<file path="src/rtl/reg_bank_ab.sv">
// 32 x DATA_WIDTH register bank with two combinational read ports and registered A/B operand latches.
// Optional write-through forwarding on the read ports when REG_BANK_BYPASS_EN is defined.
module reg_bank_ab #(
  parameter int unsigned DATA_WIDTH = 32,
  parameter int unsigned SP_INDEX   = 29,
  parameter int unsigned STACK_TOP  = 227
) (
  input  logic                  clk,
  input  logic                  reset,
  input  logic                  reg_write,
  input  logic [4:0]            write_reg,
  input  logic [DATA_WIDTH-1:0] write_data,
  input  logic [4:0]            read_reg1,
  input  logic [4:0]            read_reg2,
  input  logic                  ab_load,
  output logic [DATA_WIDTH-1:0] read_data1,
  output logic [DATA_WIDTH-1:0] read_data2,
  output logic [DATA_WIDTH-1:0] a_out,
  output logic [DATA_WIDTH-1:0] b_out
);

  localparam int unsigned NUM_REGS = 32;

  logic [DATA_WIDTH-1:0] r_regs [NUM_REGS];
  logic [DATA_WIDTH-1:0] r_a;
  logic [DATA_WIDTH-1:0] r_b;
  logic                  w_wr_en;
  logic [DATA_WIDTH-1:0] w_arr1;
  logic [DATA_WIDTH-1:0] w_arr2;

  assign w_wr_en = reg_write && (write_reg != 5'd0);

  // Register array; register 0 is never written so it stays at its reset value of 0.
  always_ff @(posedge clk or posedge reset) begin
    if (reset) begin
      for (int unsigned i = 0; i < NUM_REGS; i++) begin
        r_regs[i] <= (i == SP_INDEX) ? DATA_WIDTH'(STACK_TOP) : '0;
      end
    end else if (w_wr_en) begin
      r_regs[write_reg] <= write_data;
    end
  end

  assign w_arr1 = (read_reg1 == 5'd0) ? '0 : r_regs[read_reg1];
  assign w_arr2 = (read_reg2 == 5'd0) ? '0 : r_regs[read_reg2];

`ifdef REG_BANK_BYPASS_EN
  // Forward the in-flight write so a same-edge A/B load sees the new value.
  always_comb begin
    read_data1 = w_arr1;
    read_data2 = w_arr2;
    if (w_wr_en && (write_reg == read_reg1)) read_data1 = write_data;
    if (w_wr_en && (write_reg == read_reg2)) read_data2 = write_data;
  end
`else
  always_comb begin
    read_data1 = w_arr1;
    read_data2 = w_arr2;
  end
`endif

  // A/B operand latches feeding the ALU-source muxes.
  always_ff @(posedge clk or posedge reset) begin
    if (reset) begin
      r_a <= '0;
      r_b <= '0;
    end else if (ab_load) begin
      r_a <= read_data1;
      r_b <= read_data2;
    end
  end

  assign a_out = r_a;
  assign b_out = r_b;

endmodule
</file>
<file path="config.mk">
export PLATFORM = sky130hd
export DESIGN_NAME = reg_bank_ab
export DESIGN_NICKNAME = d
export VERILOG_FILES = /design/src/rtl/reg_bank_ab.sv
export SDC_FILE = /design/constraint.sdc
export NUM_CORES = 2
export LEC_CHECK = 0
export ABC_CLOCK_PERIOD_IN_PS = 54800
export CORE_MARGIN = 2
export CORE_UTILIZATION = 25
export DETAILED_ROUTE_END_ITERATION = 7
export PLACE_DENSITY = 0.48
export SYNTH_ARGS = -nofsm -noshare
export SYNTH_HDL_FRONTEND = slang
export SYNTH_SLANG_ARGS = --single-unit
</file>
<file path="constraint.sdc">
create_clock -name clk -period 54.8 [get_ports clk]
set_clock_uncertainty 0.15 [all_clocks]
set_input_delay 10.96 -clock clk [delete_from_list [all_inputs] [get_ports clk]]
set_output_delay 10.96 -clock clk [all_outputs]
set_load 0.01 [all_outputs]
</file>
==> out/qor.log <==
INFO  synthesis      syn_avg_cell_area=14.6squm
INFO  global_route   grt_start_max_net_pins=162
INFO  floorplanning  coreArea=227000squm
INFO  synthesis      synth.net_count=3952
INFO  worst_setup_path timing.critical_path.arrival=15.27ns
INFO  synthesis      netlist_instances=3901
INFO  global_route   grt_first_pass_wirelength=307000um
INFO  floorplanning  ios=179
INFO  clock_tree     clock_tree.htree_level_count=4
INFO  floorplanning  initial_core_util=25.1%
INFO  global_route   first_global_vias=38.6k
INFO  floorplanning  fp.dieW=481um
INFO  pwr            share_seq_of_total_power=42.8%
INFO  routing        drt-initial-drc-count=2951
INFO  sta            finalMaxSlewViolations=0
INFO  finish         finalNetCount=3919
INFO  clock_tree     clk_latency_worst_skew_pair=0.78ns
INFO  synthesis      yosys.area.top_type=sky130_fd_sc_hd__dfrtp_1
INFO  sta            max_freq=0.0379GHz
INFO  finish         final_design_area_no_fill=66100squm
INFO  finish         finalNonFillerCells=6986
INFO  worst_setup_path worst-path-max-fanout=36
INFO  sta            setup_tns_after_final_layout=0ns
INFO  pwr            vdd_drop_max=0.0258mV
INFO  synthesis      synth.cells.most_frequent=1127 x sky130_fd_sc_hd__mux2_2, 1083 x sky130_fd_sc_hd__dfrtp_1, 346 x sky130_fd_sc_hd__mux4_2, 249 x sky130_fd_sc_hd__clkbuf_1, 217 x sky130_fd_sc_hd__mux2i_1
INFO  clock_tree     clock-sinks=1088
INFO  pwr            power-per-cell-area=37.8nW/um^2
INFO  floorplanning  num_rows=175
INFO  finish         drive_above_1_share=47.4%
INFO  sta            tightest_slew=1.22ns
INFO  status         run_status=complete, no violations
INFO  sta            post-route-period-util=48.1%
INFO  routing        drt-wirelength-per-cell=31.0um
INFO  finish         utilization=29.1%
INFO  clock_tree     cts_inserted_buffers=137
INFO  sta            rsz0062_at_grt=no
INFO  sta            layout_min_cycle_time=26.38ns
INFO  pwr            clock_power_share=37.4%
INFO  floorplanning  die-area=232000squm
INFO  routing        viasPerCell=5.26
INFO  place          hpwlAfterDp=122000um
INFO  clock_tree     cts_hold_repair.buffers=0
INFO  pwr            switching_power=697uW
INFO  routing        routed-via-count=36.8k
INFO  synthesis      synth-edff-count=0
INFO  place          numPortBuffers=178
INFO  clock_tree     cts-root-to-sink-buffers=3
INFO  min_path       hold_path.class=register to register
INFO  pwr            p_sw_share=27.9%
INFO  synthesis      leading_cell_type_by_number_of_instances_after_synthesis=sky130_fd_sc_hd__mux2_2
INFO  sta            setup_violations=0
INFO  routing        route.final.wire_length=217000um
INFO  synthesis      yosysTopAreaCellShare=47.6%
INFO  worst_setup_path critPathCaptureType=output port
INFO  clock_tree     setup_buffers_after_cts=0
INFO  global_route   grt_remaining_overflow=0
INFO  synthesis      synthFlopType=sky130_fd_sc_hd__dfrtp_1
INFO  place          placed_area=61500squm
INFO  worst_setup_path path_class=primary input to output port
INFO  synthesis      mapped_area=56900squm
INFO  global_route   grt_util_all_layers=18.5%
INFO  synthesis      synthTopCellsByArea=sky130_fd_sc_hd__dfrtp_1 48%, sky130_fd_sc_hd__mux2_2 22%, sky130_fd_sc_hd__mux4_2 14%, sky130_fd_sc_hd__mux2i_1 3.8%, sky130_fd_sc_hd__clkbuf_1 1.6%
INFO  sta            slew_headroom=18.7%
INFO  sta            finalHoldViolCount=0
INFO  flow_run       maxCapViolCount=0
INFO  clock_tree     clockRootBuffer=sky130_fd_sc_hd__clkbuf_16
INFO  synthesis      yosys_warnings=0
INFO  routing        route.antenna.remaining_nets=0
INFO  global_route   antenna_found_initial=16
INFO  synthesis      ys_seq_area_share=47.8%
INFO  clock_tree     clk_pin_slew=0.05ns
INFO  pwr            pwr-share-comb=19.8%
INFO  synthesis      postSynthRegisterBits=1088
INFO  worst_setup_path critPathLaunchType=primary input
INFO  place          dp_cells=6738
INFO  place          place_congestion=0.760
INFO  finish         synthToLayoutAreaGrowth=16.0%
INFO  clock_tree     cts_tree=built
INFO  worst_setup_path crit_required=43.69ns
INFO  floorplanning  die-height=481um
INFO  synthesis      synthArstFlopShare=100%
INFO  pwr            internal_cell_power=1.80mW
INFO  pwr            power.leakage=27.8nW
INFO  clock_tree     cts_resized=0
INFO  pwr            totalPowerFinal=2.50mW
INFO  routing        first_pass_iters=7
INFO  routing        route.detailed.drc=0
INFO  synthesis      synth.distinct_cells=54
## cells in the final DEF (no fill, tap or decap), drive strengths merged, types with 25 or more instances in the layout
cell	instances
mux2i	217
nand2	77
a22o	41
and3	25
o2bb2ai	33
o22ai	63
mux2	1127
a21oi	38
a2111oi	27
o221ai	36
buf	100
clkbuf	200
clkdlybuf4s50	169
dfrtp	1083
mux4	352
a22oi	73
nor2	66
## layer usage
layer | wire length [um] | global-route usage, % | up-vias
li1 | - | - | 15000
met1 | 91200 | 23.9 | 20300
met2 | 106000 | 31.1 | 1122
met3 | 12000 | 3.46 | 347
met4 | 7720 | 6.39 | 6
met5 | 39 | 0 | -
## power groups by stage
| stage | registers, mW | clock network, mW | logic, mW |
|---|---|---|---|
| 2_1_floorplan | 1.05 | 0 | 0.364 |
| 3_3_place_gp | 1.08 | 0 | 0.492 |
| 3_5_place_dp | 1.08 | 0 | 0.498 |
| 4_1_cts | 1.07 | 0.954 | 0.500 |
| 5_1_grt | 1.09 | 0.990 | 0.529 |
| 6_report | 1.07 | 0.934 | 0.494 |
## flip-flops by register name (all words and copies together), names as in the netlist
register / cells
b_out: 32
a_out: 32
r_regs: 1024
## final timing paths
check / startpoint / to / cells past startpoint / slack, ns
setup / recovery: read_reg1[3] / read_data1[18] / 9 / 28.42
hold / removal: r_regs[1000] / r_regs[1000] / 0 / 0.24
min in group asynchronous: reset / r_regs[22] / 2 / 10.56
setup reg to reg: r_regs[305] / b_out[17] / 4 / 52.46
max in group asynchronous: reset / r_regs[130] / 6 / 39.84
hold reg to reg: r_regs[1000] / r_regs[1000] / 0 / 0.24
## worst max-delay path, stage by stage
cell	delay, ns
sky130_fd_sc_hd__clkdlybuf4s50_1	0.83
sky130_fd_sc_hd__nor2b_4	0.24
sky130_fd_sc_hd__buf_4	0.68
sky130_fd_sc_hd__buf_4	0.70
sky130_fd_sc_hd__a22o_1	0.29
sky130_fd_sc_hd__a2111oi_2	0.06
sky130_fd_sc_hd__a41o_1	0.31
sky130_fd_sc_hd__nor2_1	0.51
sky130_fd_sc_hd__clkdlybuf4s50_1	0.66
## area by class of cell
| cell class | instances | area (sq um) |
|---|---|---|
| antenna | 5 | 12.5 |
| clock buffer | 200 | 4030 |
| clock inverter | 43 | 568 |
| fill | 22800 | 161000 |
| inverter | 11 | 50.0 |
| multi-input combinational | 2361 | 27900 |
| sequential | 1088 | 27200 |
| tap | 3009 | 3760 |
| timing repair buffer | 269 | 2520 |
## through the flow
step           hold WS [ns]  setup slack [ns]
4_1_cts               0.244             28.38
3_5_place_dp          0.234             28.40
6_report              0.244             28.42
2_1_floorplan         0.295             13.07
3_3_place_gp          0.233             28.43
5_1_grt               0.257             28.22
## cell families after synthesis
kind of cell	after synthesis	synth area share, %
AOI/OAI and AO/OA	448	6.58
buffers and inverters	452	3.71
DFF	1088	47.8
muxes	1696	40.1
and+or+nand+nor	217	1.82
Note: power is estimated with default switching activity, not from simulation.
